--- config.mk ---
export PLATFORM = sky130hd
export DESIGN_NAME = lsu_axi_flat
export DESIGN_NICKNAME = d
export VERILOG_FILES = /design/src/rtl/lsu_axi_if.sv /design/src/rtl/lsu_axi.sv /design/src/flat_wrapper.sv
export SDC_FILE = /design/constraint.sdc
export NUM_CORES = 1
export LEC_CHECK = 0
export CORE_ASPECT_RATIO = 2
export CORE_MARGIN = 2
export CORE_UTILIZATION = 46
export CTS_BUF_LIST = sky130_fd_sc_hd__clkbuf_8
export CTS_CLUSTER_SIZE = 25
export DETAILED_ROUTE_END_ITERATION = 12
export HOLD_SLACK_MARGIN = 0.06
export PLACE_DENSITY = 0.83
export SYNTH_ARGS = -nofsm -noshare
export SYNTH_HDL_FRONTEND = slang
export SYNTH_SLANG_ARGS = --single-unit
--- constraint.sdc ---
create_clock -name clk -period 2.1 [get_ports clk]
set_input_delay 0.42 -clock clk [delete_from_list [all_inputs] [get_ports clk]]
set_output_delay 0.42 -clock clk [all_outputs]
set_load 0.05 [all_outputs]
--- src/rtl/lsu_axi_if.sv ---
// Request/response and AXI4-Lite signal bundle for the load/store unit.
// master = the LSU itself; slave = core pipeline plus data-cache side.
interface lsu_axi_if;
  logic        req_valid;
  logic        req_ready;
  logic        req_we;
  logic [31:0] req_addr;
  logic [31:0] req_wdata;
  logic [2:0]  req_funct3;

  logic        rsp_valid;
  logic        rsp_ready;
  logic [31:0] rsp_rdata;
  logic [1:0]  rsp_fault;

  logic [31:0] m_araddr;
  logic        m_arvalid;
  logic        m_arready;
  logic [2:0]  m_arprot;
  logic [31:0] m_rdata;
  logic [1:0]  m_rresp;
  logic        m_rvalid;
  logic        m_rready;

  logic [31:0] m_awaddr;
  logic        m_awvalid;
  logic        m_awready;
  logic [2:0]  m_awprot;
  logic [31:0] m_wdata;
  logic [3:0]  m_wstrb;
  logic        m_wvalid;
  logic        m_wready;
  logic [1:0]  m_bresp;
  logic        m_bvalid;
  logic        m_bready;

  modport master (
    input  req_valid, req_we, req_addr, req_wdata, req_funct3, rsp_ready,
    output req_ready, rsp_valid, rsp_rdata, rsp_fault,
    input  m_arready, m_rdata, m_rresp, m_rvalid,
    output m_araddr, m_arvalid, m_arprot, m_rready,
    input  m_awready, m_wready, m_bresp, m_bvalid,
    output m_awaddr, m_awvalid, m_awprot, m_wdata, m_wstrb, m_wvalid, m_bready
  );

  modport slave (
    output req_valid, req_we, req_addr, req_wdata, req_funct3, rsp_ready,
    input  req_ready, rsp_valid, rsp_rdata, rsp_fault,
    output m_arready, m_rdata, m_rresp, m_rvalid,
    input  m_araddr, m_arvalid, m_arprot, m_rready,
    output m_awready, m_wready, m_bresp, m_bvalid,
    input  m_awaddr, m_awvalid, m_awprot, m_wdata, m_wstrb, m_wvalid, m_bready
  );
endinterface

--- src/rtl/lsu_axi.sv ---
// Load/store unit: one RISC-V load/store at a time turned into a word-aligned
// AXI4-Lite transaction, with alignment/funct3 checks and registered outputs.
module lsu_axi #(
  parameter logic [2:0] PROT = 3'b000
) (
  input logic       clk,
  input logic       rstn,
  lsu_axi_if.master bus
);
  typedef enum logic [2:0] {IDLE, RD_ADDR, RD_DATA, WR_REQ, WR_RESP, RSP} state_e;

  state_e      state_q, state_d;
  logic [1:0]  off_q, off_d;
  logic [2:0]  f3_q, f3_d;
  logic [31:0] araddr_q, araddr_d;
  logic        arvalid_q, arvalid_d;
  logic        rready_q, rready_d;
  logic [31:0] awaddr_q, awaddr_d;
  logic        awvalid_q, awvalid_d;
  logic [31:0] wdata_q, wdata_d;
  logic [3:0]  wstrb_q, wstrb_d;
  logic        wvalid_q, wvalid_d;
  logic        bready_q, bready_d;
  logic        rsp_valid_q, rsp_valid_d;
  logic [31:0] rsp_rdata_q, rsp_rdata_d;
  logic [1:0]  rsp_fault_q, rsp_fault_d;

  logic        f3_bad, misal, aw_done, w_done;
  logic [31:0] sh, ld_val;

  always_comb begin
    if (bus.req_we) f3_bad = (bus.req_funct3 > 3'd2);
    else            f3_bad = bus.req_funct3 inside {3'd3, 3'd6, 3'd7};
    case (bus.req_funct3)
      3'd1, 3'd5: misal = bus.req_addr[0];
      3'd2:       misal = |bus.req_addr[1:0];
      default:    misal = 1'b0;
    endcase
  end

  always_comb begin
    sh = bus.m_rdata >> {off_q, 3'b000};
    case (f3_q)
      3'd0:    ld_val = {{24{sh[7]}}, sh[7:0]};
      3'd4:    ld_val = {24'b0, sh[7:0]};
      3'd1:    ld_val = {{16{sh[15]}}, sh[15:0]};
      3'd5:    ld_val = {16'b0, sh[15:0]};
      default: ld_val = sh;
    endcase
  end

  always_comb begin
    state_d     = state_q;
    off_d       = off_q;
    f3_d        = f3_q;
    araddr_d    = araddr_q;
    arvalid_d   = arvalid_q;
    rready_d    = rready_q;
    awaddr_d    = awaddr_q;
    awvalid_d   = awvalid_q;
    wdata_d     = wdata_q;
    wstrb_d     = wstrb_q;
    wvalid_d    = wvalid_q;
    bready_d    = bready_q;
    rsp_valid_d = rsp_valid_q;
    rsp_rdata_d = rsp_rdata_q;
    rsp_fault_d = rsp_fault_q;
    aw_done     = !awvalid_q || bus.m_awready;
    w_done      = !wvalid_q || bus.m_wready;

    case (state_q)
      IDLE: if (bus.req_valid) begin
        off_d = bus.req_addr[1:0];
        f3_d  = bus.req_funct3;
        if (f3_bad || misal) begin
          state_d     = RSP;
          rsp_valid_d = 1'b1;
          rsp_rdata_d = '0;
          rsp_fault_d = f3_bad ? 2'd2 : 2'd1;
        end else if (bus.req_we) begin
          state_d   = WR_REQ;
          awaddr_d  = {bus.req_addr[31:2], 2'b00};
          awvalid_d = 1'b1;
          wvalid_d  = 1'b1;
          case (bus.req_funct3)
            3'd0: begin
              wstrb_d = 4'b0001 << bus.req_addr[1:0];
              wdata_d = {4{bus.req_wdata[7:0]}};
            end
            3'd1: begin
              wstrb_d = 4'b0011 << bus.req_addr[1:0];
              wdata_d = {2{bus.req_wdata[15:0]}};
            end
            default: begin
              wstrb_d = 4'b1111;
              wdata_d = bus.req_wdata;
            end
          endcase
        end else begin
          state_d   = RD_ADDR;
          araddr_d  = {bus.req_addr[31:2], 2'b00};
          arvalid_d = 1'b1;
        end
      end
      RD_ADDR: if (bus.m_arready) begin
        arvalid_d = 1'b0;
        rready_d  = 1'b1;
        state_d   = RD_DATA;
      end
      RD_DATA: if (bus.m_rvalid) begin
        rready_d    = 1'b0;
        rsp_valid_d = 1'b1;
        rsp_fault_d = (bus.m_rresp != 2'b00) ? 2'd3 : 2'd0;
        rsp_rdata_d = (bus.m_rresp != 2'b00) ? '0 : ld_val;
        state_d     = RSP;
      end
      // AW and W complete independently; a channel already done counts as done.
      WR_REQ: begin
        if (bus.m_awready) awvalid_d = 1'b0;
        if (bus.m_wready)  wvalid_d  = 1'b0;
        if (aw_done && w_done) begin
          bready_d = 1'b1;
          state_d  = WR_RESP;
        end
      end
      WR_RESP: if (bus.m_bvalid) begin
        bready_d    = 1'b0;
        rsp_valid_d = 1'b1;
        rsp_rdata_d = '0;
        rsp_fault_d = (bus.m_bresp != 2'b00) ? 2'd3 : 2'd0;
        state_d     = RSP;
      end
      RSP: if (bus.rsp_ready) begin
        rsp_valid_d = 1'b0;
        state_d     = IDLE;
      end
      default: state_d = IDLE;
    endcase
  end

  always_ff @(posedge clk or negedge rstn) begin
    if (!rstn) begin
      state_q     <= IDLE;
      off_q       <= '0;
      f3_q        <= '0;
      araddr_q    <= '0;
      arvalid_q   <= 1'b0;
      rready_q    <= 1'b0;
      awaddr_q    <= '0;
      awvalid_q   <= 1'b0;
      wdata_q     <= '0;
      wstrb_q     <= '0;
      wvalid_q    <= 1'b0;
      bready_q    <= 1'b0;
      rsp_valid_q <= 1'b0;
      rsp_rdata_q <= '0;
      rsp_fault_q <= '0;
    end else begin
      state_q     <= state_d;
      off_q       <= off_d;
      f3_q        <= f3_d;
      araddr_q    <= araddr_d;
      arvalid_q   <= arvalid_d;
      rready_q    <= rready_d;
      awaddr_q    <= awaddr_d;
      awvalid_q   <= awvalid_d;
      wdata_q     <= wdata_d;
      wstrb_q     <= wstrb_d;
      wvalid_q    <= wvalid_d;
      bready_q    <= bready_d;
      rsp_valid_q <= rsp_valid_d;
      rsp_rdata_q <= rsp_rdata_d;
      rsp_fault_q <= rsp_fault_d;
    end
  end

  assign bus.req_ready = (state_q == IDLE);
  assign bus.rsp_valid = rsp_valid_q;
  assign bus.rsp_rdata = rsp_rdata_q;
  assign bus.rsp_fault = rsp_fault_q;
  assign bus.m_araddr  = araddr_q;
  assign bus.m_arvalid = arvalid_q;
  assign bus.m_arprot  = PROT;
  assign bus.m_rready  = rready_q;
  assign bus.m_awaddr  = awaddr_q;
  assign bus.m_awvalid = awvalid_q;
  assign bus.m_awprot  = PROT;
  assign bus.m_wdata   = wdata_q;
  assign bus.m_wstrb   = wstrb_q;
  assign bus.m_wvalid  = wvalid_q;
  assign bus.m_bready  = bready_q;
endmodule

--- src/flat_wrapper.sv ---
// flat-port wrapper written by rule: the top's interface ports become plain ports
module lsu_axi_flat 
#(
  parameter logic [2:0] PROT = 3'b000
)
  (clk, rstn, bus_req_valid, bus_req_we, bus_req_addr, bus_req_wdata, bus_req_funct3, bus_rsp_ready, bus_req_ready, bus_rsp_valid, bus_rsp_rdata, bus_rsp_fault, bus_m_arready, bus_m_rdata, bus_m_rresp, bus_m_rvalid, bus_m_araddr, bus_m_arvalid, bus_m_arprot, bus_m_rready, bus_m_awready, bus_m_wready, bus_m_bresp, bus_m_bvalid, bus_m_awaddr, bus_m_awvalid, bus_m_awprot, bus_m_wdata, bus_m_wstrb, bus_m_wvalid, bus_m_bready);
  lsu_axi_if bus_i ();
  input logic clk;
  input logic rstn;
  input wire logic [$bits(bus_i.req_valid)-1:0] bus_req_valid;
  input wire logic [$bits(bus_i.req_we)-1:0] bus_req_we;
  input wire logic [$bits(bus_i.req_addr)-1:0] bus_req_addr;
  input wire logic [$bits(bus_i.req_wdata)-1:0] bus_req_wdata;
  input wire logic [$bits(bus_i.req_funct3)-1:0] bus_req_funct3;
  input wire logic [$bits(bus_i.rsp_ready)-1:0] bus_rsp_ready;
  output wire logic [$bits(bus_i.req_ready)-1:0] bus_req_ready;
  output wire logic [$bits(bus_i.rsp_valid)-1:0] bus_rsp_valid;
  output wire logic [$bits(bus_i.rsp_rdata)-1:0] bus_rsp_rdata;
  output wire logic [$bits(bus_i.rsp_fault)-1:0] bus_rsp_fault;
  input wire logic [$bits(bus_i.m_arready)-1:0] bus_m_arready;
  input wire logic [$bits(bus_i.m_rdata)-1:0] bus_m_rdata;
  input wire logic [$bits(bus_i.m_rresp)-1:0] bus_m_rresp;
  input wire logic [$bits(bus_i.m_rvalid)-1:0] bus_m_rvalid;
  output wire logic [$bits(bus_i.m_araddr)-1:0] bus_m_araddr;
  output wire logic [$bits(bus_i.m_arvalid)-1:0] bus_m_arvalid;
  output wire logic [$bits(bus_i.m_arprot)-1:0] bus_m_arprot;
  output wire logic [$bits(bus_i.m_rready)-1:0] bus_m_rready;
  input wire logic [$bits(bus_i.m_awready)-1:0] bus_m_awready;
  input wire logic [$bits(bus_i.m_wready)-1:0] bus_m_wready;
  input wire logic [$bits(bus_i.m_bresp)-1:0] bus_m_bresp;
  input wire logic [$bits(bus_i.m_bvalid)-1:0] bus_m_bvalid;
  output wire logic [$bits(bus_i.m_awaddr)-1:0] bus_m_awaddr;
  output wire logic [$bits(bus_i.m_awvalid)-1:0] bus_m_awvalid;
  output wire logic [$bits(bus_i.m_awprot)-1:0] bus_m_awprot;
  output wire logic [$bits(bus_i.m_wdata)-1:0] bus_m_wdata;
  output wire logic [$bits(bus_i.m_wstrb)-1:0] bus_m_wstrb;
  output wire logic [$bits(bus_i.m_wvalid)-1:0] bus_m_wvalid;
  output wire logic [$bits(bus_i.m_bready)-1:0] bus_m_bready;
  assign bus_i.req_valid = bus_req_valid;
  assign bus_i.req_we = bus_req_we;
  assign bus_i.req_addr = bus_req_addr;
  assign bus_i.req_wdata = bus_req_wdata;
  assign bus_i.req_funct3 = bus_req_funct3;
  assign bus_i.rsp_ready = bus_rsp_ready;
  assign bus_req_ready = bus_i.req_ready;
  assign bus_rsp_valid = bus_i.rsp_valid;
  assign bus_rsp_rdata = bus_i.rsp_rdata;
  assign bus_rsp_fault = bus_i.rsp_fault;
  assign bus_i.m_arready = bus_m_arready;
  assign bus_i.m_rdata = bus_m_rdata;
  assign bus_i.m_rresp = bus_m_rresp;
  assign bus_i.m_rvalid = bus_m_rvalid;
  assign bus_m_araddr = bus_i.m_araddr;
  assign bus_m_arvalid = bus_i.m_arvalid;
  assign bus_m_arprot = bus_i.m_arprot;
  assign bus_m_rready = bus_i.m_rready;
  assign bus_i.m_awready = bus_m_awready;
  assign bus_i.m_wready = bus_m_wready;
  assign bus_i.m_bresp = bus_m_bresp;
  assign bus_i.m_bvalid = bus_m_bvalid;
  assign bus_m_awaddr = bus_i.m_awaddr;
  assign bus_m_awvalid = bus_i.m_awvalid;
  assign bus_m_awprot = bus_i.m_awprot;
  assign bus_m_wdata = bus_i.m_wdata;
  assign bus_m_wstrb = bus_i.m_wstrb;
  assign bus_m_wvalid = bus_i.m_wvalid;
  assign bus_m_bready = bus_i.m_bready;
  lsu_axi #(.PROT(PROT)) u_core (.clk(clk), .rstn(rstn), .bus(bus_i));
endmodule
---- After elaboration in Yosys (flattened, before gate mapping) ----
Index checks and enable logic that the tools add are counted.
storage, ports and cells
  word-level logic and storage cells ...... 130
  output and inout port bits .............. 147
  register bits after elaboration ......... 144
  input port bits ......................... 113
cells by class
  order comparisons ....................... 1
  bitwise gates (word level) .............. 2
  reductions and logical operators ........ 31
  muxes and demuxes ....................... 52
  eq/ne operators ......................... 26
  shift operators ......................... 3
operators by type and width
  kind                                                    number
  two-way mux 32 bit                                      5
  one-hot mux 32 bit (4 select lines)                     1
  one-hot mux 32 bit (3 select lines)                     1
  one-hot mux 32 bit (2 select lines)                     1
  right shift 32 x 5 -> 32 bit                            1
  == test 3 bit (second input constant)                   7
  two-way mux 3 bit                                       7
  inequality test 2 bit (second input constant)           10
  AND reduction 5 bit                                     4
  two-way mux 1 bit                                       19
  one-hot mux 3 bit (6 select lines)                      1
  two-way mux 2 bit                                       8
  == test 3 x 2 -> 1 bit (second input constant)          4
  one-hot mux 1 bit (2 select lines)                      6
  AND reduction 6 bit                                     2
  nonzero test 2 bit                                      6
  == test 3 x 1 -> 1 bit (second input constant)          3
  logical NOT 3 bit                                       3
  one-hot mux 4 bit (2 select lines)                      1
  AND reduction 4 bit                                     2
  one-hot mux 2 bit (3 select lines)                      1
  AND reduction 3 bit                                     2
  nonzero test 3 bit                                      2
  inequality test 2 x 1 -> 1 bit (second input constant)  2
  other kinds (11)                                        16

---- Depth between registers and ports, before layout ----
Gate-level depths: netlist of run 1.
  word-level depth ........................ 7
  gate-level depth with buffers ........... 7
  depth with buffers taken out ............ 4

---- Least setup slack after synthesis of run 1 ----
No wires, ideal clock.
  path type ............................... register -> register
  from .................................... reg u_core.state_q[1]
  to ...................................... reg u_core.araddr_q[15] (netlist: u_core.bus.m_araddr[15])
  setup slack ............................. -374 ps
  buffers on the path ..................... 2
  data required time ...................... 1975 ps
  clock period less this slack ............ 2474 ps
  setup time .............................. 125 ps
  arrival time ............................ 2349 ps
  stages on the path, launching flop included .. 7
  path through ............................ dfrtp_1 > buf_4 > nor3_2 > nand2_1 > nor3_2 > buf_4 > mux2_2
between the ends
  word-level cells in the longest chain between the ends .. 2
ends and longest elaborated chain
  item                                  line                RTL
  start, declared                       lsu_axi.sv:12       state_e state_q, state_d;
  start signal, assigned                lsu_axi.sv:159      state_q <= state_d;
  logical NOT 3 bit                     --
  via bus_req_ready                     flat_wrapper.sv:16  output wire logic [$bits(bus_i.req_ready)-1:0] bus_req_ready;
  AND reduction 4 bit (no source line)  --
  end signal, assigned                  lsu_axi.sv:162      araddr_q <= araddr_d;
  end, declared                         lsu_axi.sv:15       logic [31:0] araddr_q, araddr_d;
The timed path passes the listed nets, and every way through them passes these cells.
A chain may end at the register's enable or synchronous reset.

---- Final worst setup path of run 1 ----
  from .................................... reg u_core.wdata_q[30] (netlist: u_core.bus.m_wdata[30])
  to ...................................... out bus_m_wdata[30]
RTL lines
  item                    line                RTL
  start, declared         lsu_axi.sv:20       logic [31:0] wdata_q, wdata_d;
  start signal, assigned  lsu_axi.sv:167      wdata_q <= wdata_d;
  end, declared           flat_wrapper.sv:35  output wire logic [$bits(bus_i.m_wdata)-1:0] bus_m_wdata;
No word-level cell between the ends.

==> results_dict.tcl, run 1 <==
set metrics [dict create \
    nets 935 \
    grtUsageTotal_pct 25.6 \
    grt_max_degree 48 \
    start_util_pct 47.0 \
    post-place-cells 994 \
    place_area_sq_mm 0.00982 \
    grt_pass1_vias 5982 \
    seq_area_sq_mm 0.00360 \
    multi_input_area_sq_mm 0.00292 \
    port_buffers 249 \
    cts_max_level 4 \
    ys_async_sr_fraction_pct 100 \
    vias 5489 \
    endpoint_kind "primary output" \
    dpl.hpwl_mm 15.6 \
    critical-path-top-delay-family "buffers and inverters" \
    die_x_um 89.9 \
    fin_setup_tns_ps 0 \
    fillCellCount 1013 \
    layout_min_cycle_time_ps 2050 \
    io_pins 260 \
    crit_chain "clkdlybuf4s50_1" \
    path_buf_inv 1 \
    status "finished clean" \
    crit_arrival_ps 1630 \
    core-area_sq_mm 0.0144 \
    leakagePower_uw 0.00491 \
    dieHeight_um 176 \
    critical_path_class "reg -> out" \
    post_cts_buffers 0 \
    whs_ps 484 \
    critPathSlowestCell "clkdlybuf4s50_1" \
    routedWlPerCell_um 19.6 \
    clock.fmax_mhz 487 \
    synth_edf_count 0 \
    cts_made_buffers 17 \
    post-synth-top-count-cell "dfrtp_1" \
    power-per-cell-area_mw_per_mm2 1540 \
    cts_sinks 144 \
    synth_common_cells "dfrtp_1 (144), mux2_2 (54), nand2_1 (42)" \
    grt_pass1_wl_mm 31.7 \
    overflow 0 \
    clk_pin_slew_ps 90 \
    netlist_area_sq_mm 0.00679 \
    finalHoldViolations 0 \
    tightestPinTransition_ps 576 \
    wirelength_mm 20.1 \
    final_layout_size_suffix_gt1_share_pct 22.5 \
    worstSetupStartpointType "flop" \
    avgSynthCellArea_sq_um 12.6 \
    ir_drop_mv 1.08 \
    clock_latency_ps 430 \
    globalplace.congestion 0.860 \
    yosysSeqAreaShare_pct 53.1 \
    fin_crit_sh_pct 97.8 \
    synth_area_leaders "dfrtp_1 (53%), mux2_2 (9.0%), mux2i_1 (5.8%)" \
    finalNonFillerCells 1027 \
    routed_via_density 5.34 \
    ant_nets 0 \
    die-area_sq_mm 0.0158 \
    tritoncts "built" \
    slew_viol_final 0 \
    synth_top_cell_area_share_pct 53.1 \
    maxCapViolCount 0 \
    root_buffer "clkbuf_8" \
    synth_top_area_cell "dfrtp_1" \
    hold_class "reg -> reg" \
    syn2layout_area_growth_pct 51.3 \
    clock_path_buffers 2 \
    diodes 0 \
    drc 0 \
    synth_ff_type "dfrtp_1" \
    worst_clock_skew_ps 21.8 \
    synth-seq-cells 144 \
    crit_path_max_incr_delay_ps 860 \
    max_slew_margin_pct 61.5 \
    drt_first_pass_iters 4 \
    finalSetupViolations 0 \
    antenna_found_initial 0 \
    rsz0062_at_grt "no" \
    syn_inst 538 \
    worstPathRequired_ps 1680 \
    dr.first_iter.drc_count 187 \
    synth_cell_types 52 \
    yosys_warnings 0 \
    cp_max_fo 2 \
    rows 62 \
    design_area_sq_mm 0.0103 \
]
layout by cell type (no fill, tap or decap), types with 4 or more instances in the layout:
master,count
mux2_1,6
buf_4,44
conb_1,10
mux2i_1,39
buf_12,13
mux2_4,26
dfrtp_1,144
nand2b_1,7
a21oi_1,26
inv_6,4
nor2_1,20
clkbuf_8,18
nor2b_1,5
dlygate4sd2_1,11
clkdlybuf4s50_1,207
dlymetal6s2s_1,26
a221o_1,16
o21ai_0,38
o2bb2ai_1,20
nand2_1,41
mux2_2,54
inv_1,7
logic make-up after synthesis:
group / synth area share, %
flops: 53.1
simple gates: 6.86
other cells: 0.0553
mux: 21.8
buf+inv: 4.92
compound gates: 13.3
power breakdown:
| group | internal (uW) | switching [uW] | leakage [uW] |
|---|---|---|---|
| Combinational | 3350 | 5760 | 0.00286 |
| Clock | 988 | 1120 | 0.000191 |
| Sequential | 3840 | 728 | 0.00186 |
what timing repair did:
action	4_1_cts	5_1_grt
hold endpoints to repair	41	0
gates resized for setup	11	27
hold buffers	1	0
gates cloned	0	0
setup endpoints to repair	11	30
worst paths after layout:
kind	startpoint	to	slack (ps)	cells past startpoint
hold reg to reg	u_core.bus.m_wdata[24]	u_core.bus.m_wdata[24]	480	2
hold / removal	u_core.bus.m_wdata[24]	u_core.bus.m_wdata[24]	480	2
setup reg to reg	u_core.state_q[1]	u_core.state_q[1]	190	4
setup / recovery	u_core.bus.m_wdata[30]	bus_m_wdata[30]	50	1
min in group asynchronous	rstn	u_core.bus.m_wdata[28]	490	2
max in group asynchronous	rstn	u_core.bus.m_wdata[11]	1010	3
flip-flops by register name, summed over array words and instances, names as in the netlist, 2 cells and up:
register and flops:
u_core.bus.m_wdata 32, u_core.bus.rsp_rdata 32, u_core.bus.m_araddr 30, u_core.bus.m_awaddr 30, u_core.bus.m_wstrb 4, u_core.f3_q 3
u_core.state_q 3, u_core.bus.rsp_fault 2, u_core.off_q 2
final cells by class:
cell class | instances | share of cell area [%]
multi-input cells | 351 | 28.4
clock buffers | 18 | 2.41
flip-flops and latches | 144 | 35.1
inverters | 5 | 0.183
repair buffers | 303 | 30.2
well taps | 192 | 2.34
clock inverters | 14 | 1.29
per-stage QoR:
stage	power [uW]	util, %	setup slack (ps)
after floorplan	10500	-	49.5
after global placement	13600	68.1	-276
after detailed placement	13800	68.1	-336
after CTS	15900	70.7	0.626
after global routing	16400	71.1	0.0149
final	15800	71.1	46.8
metal layers:
layer  global-route usage, %  wire length [um]  part of all wire [%]
met1                    25.1              6680                    33
met2                    48.2             11200                    56
met3                    7.08              1190                   5.9
met4                    13.5              1030                   5.1
met5                       0                 0                     0
Power figures use the tool's default switching activity.
==> inputs of run 2 (changes only) <==
Settings changed: HOLD_SLACK_MARGIN 0.06 to unset.
==> results of run 2 <==
Same layout as run 1: the final DEF is identical, and so are final timing and power.
==> inputs of run 3 (changes only) <==
Settings changed: CORE_UTILIZATION 46 to 56, DONT_BUFFER_PORTS set to 1, PLACE_DENSITY 0.83 to 0.71.
==> run 3 against run 2 <==
Against the previous run:
- power is 14% lower
- die area is 17% lower
- flip-flop and latch count stayed put
- design area is 28% lower
- sequential power is 81% higher
- global-route usage is 0.29 points lower
- worst hold slack worse by 810 ps
- clock skew is 6.0 ps lower
- critical path depth is 2 higher
- clock power is 14% higher
- the flow now finishes with violations (hold timing)
- non-clock buffer count is 281 lower
- count of clock-buffer cells in the layout stayed put
==> results_dict.tcl, run 3 (synthesis results as in run 1) <==
set metrics [dict create \
    globalplace.congestion 0.820 \
    status "finished, violations left" \
    violations "hold timing" \
    post-route-worst-setup-slack_ps 95.4 \
    finalHoldViolations 144 \
    routed_via_density 6.19 \
    grt_max_degree 145 \
    cts_made_buffers 17 \
    critical_path_class "reg -> out" \
    maxCapViolCount 0 \
    endpoint_kind "primary output" \
    antenna_found_initial 0 \
    fillCellCount 915 \
    layout_min_cycle_time_ps 2000 \
    die-area_sq_mm 0.0131 \
    io_pins 260 \
    routedWlPerCell_um 23.4 \
    clock.fmax_mhz 499 \
    slew_viol_final 0 \
    wirelength_mm 16.4 \
    layout_common_cells "dfrtp_1 (144), mux2_2 (54), nand2_1 (41)" \
    core-area_sq_mm 0.0118 \
    overflow 0 \
    worstSetupStartpointType "flop" \
    die_x_um 81.8 \
    design_area_sq_mm 0.00738 \
    hold_class "in -> async" \
    clock_latency_ps 440 \
    wl_met2_mm 9.14 \
    grt_pass1_wl_mm 24.8 \
    dpl.hpwl_mm 12.0 \
    port_buffers 0 \
    leakagePower_uw 0.00343 \
    syn2layout_area_growth_pct 8.74 \
    highest_layer "met4" \
    grt_pass1_vias 4761 \
    cp_max_fo 8 \
    clock_path_buffers 2 \
    diodes 0 \
    grtUsageTotal_pct 25.3 \
    crit_arrival_ps 1580 \
    fin_crit_sh_pct 95.5 \
    tightestPinTransition_ps 662 \
    met1_length_mm 5.31 \
    crit_path_max_incr_delay_ps 520 \
    dpl_worst_slack_ps -13.0 \
    nets 654 \
    place_area_sq_mm 0.00693 \
    whs_ps -328 \
    final_layout_size_suffix_gt1_share_pct 27.3 \
    power-per-cell-area_mw_per_mm2 1840 \
    final_common_cell "dfrtp_1" \
    ant_nets 0 \
    cts_sinks 144 \
    crit_top_cell "buf_4" \
    tritoncts "built" \
    finalSetupViolations 0 \
    rows 56 \
    rsz0062_at_grt "no" \
    worstPathRequired_ps 1680 \
    dieHeight_um 160 \
    cts_max_level 4 \
    root_buffer "clkbuf_8" \
    vias 4321 \
    critPathSlowestCell "dfrtp_1" \
    cts_resized 0 \
    clk_pin_slew_ps 80 \
    max_slew_margin_pct 55.8 \
    worst_clock_skew_ps 15.8 \
    drc 0 \
    drt_first_pass_iters 6 \
    dr.first_iter.drc_count 260 \
    ir_drop_mv 1.23 \
    start_util_pct 57.7 \
    crit_chain "nor3_4, buf_4, buf_4" \
    wl_met3_mm 1.48 \
]
==> run 3: cell types whose count changed in the layout (fill, tap and decap cells not counted), sizes merged, moves of 2 or more <==
cell	change
clkdlybuf4s50	-207
dlymetal6s2s	-26
dlygate4sd2	-11
clkinvlp	-2
inv	-3
bufinv	+3
buf	-36
==> run 3: path summary, 6_finish.rpt <==
kind	from	to	slack [ps]	cells past startpoint
hold reg to reg	u_core.f3_q[2]	u_core.f3_q[2]	600	1
setup / recovery	u_core.state_q[2]	bus_req_ready	100	3
min in group clk	bus_req_addr[13]	u_core.bus.m_araddr[13]	110	1
hold / removal	rstn	u_core.bus.rsp_valid	-330	0
max in group asynchronous	rstn	u_core.bus.m_araddr[5]	2210	0
setup reg to reg	u_core.state_q[2]	u_core.bus.m_araddr[5]	190	5
==> run 3: what timing repair did <==
item                                    in CTS  in global routing
endpoints found under the setup margin       7                 16
pin swaps                                    1                  1
buffers inserted                             0                  1
endpoints found under the hold margin      144                144
==> run 3: worst max-delay path: cells and delay by family (launching register included) <==
kind / cells / cell delay (ps)
buffers and inverters: 2 / 370
flip-flops: 1 / 520
AND/OR/NAND/NOR: 1 / 260
==> run 3: final cells by class <==
type                    count  area (sq um)  share of cell area [%]
flip-flops and latches    144          3600                    48.8
multi-input cells         351          2920                    39.5
clock buffers              18           248                    3.36
repair buffers             22           228                    3.09
clock inverters            13           185                    2.51
well taps                 145           181                    2.46
inverters                   5          18.8                   0.254
==> run 3: metal layers <==
metal / track usage (%) / vias up
met5: 0 / -
met1: 24.9 / 2140
li1: - / 1933
met2: 45.2 / 218
met4: 10.3 / 0
met3: 10.1 / 30
==> run 3: stage by stage <==
step / utilization [%] / hold slack [ps] / total power (uW) / setup TNS [ps] / std cells
3_3_place_gp: 58.8 / 127 / 11100 / 0 / 666
3_5_place_dp: 58.8 / 128 / 11300 / -42.1 / 666
2_1_floorplan: - / 124 / 10500 / 0 / 547
4_1_cts: 62.5 / -362 / 13700 / 0 / 697
5_1_grt: 62.7 / -376 / 14200 / 0 / 698
6_report: 62.7 / -328 / 13600 / 0 / 698
==> run 3: power breakdown <==
group          total (uW)  switching [uW]  internal (uW)
logic                2940            1400           1550
registers            8250            4480           3770
clock network        2400            1070           1330
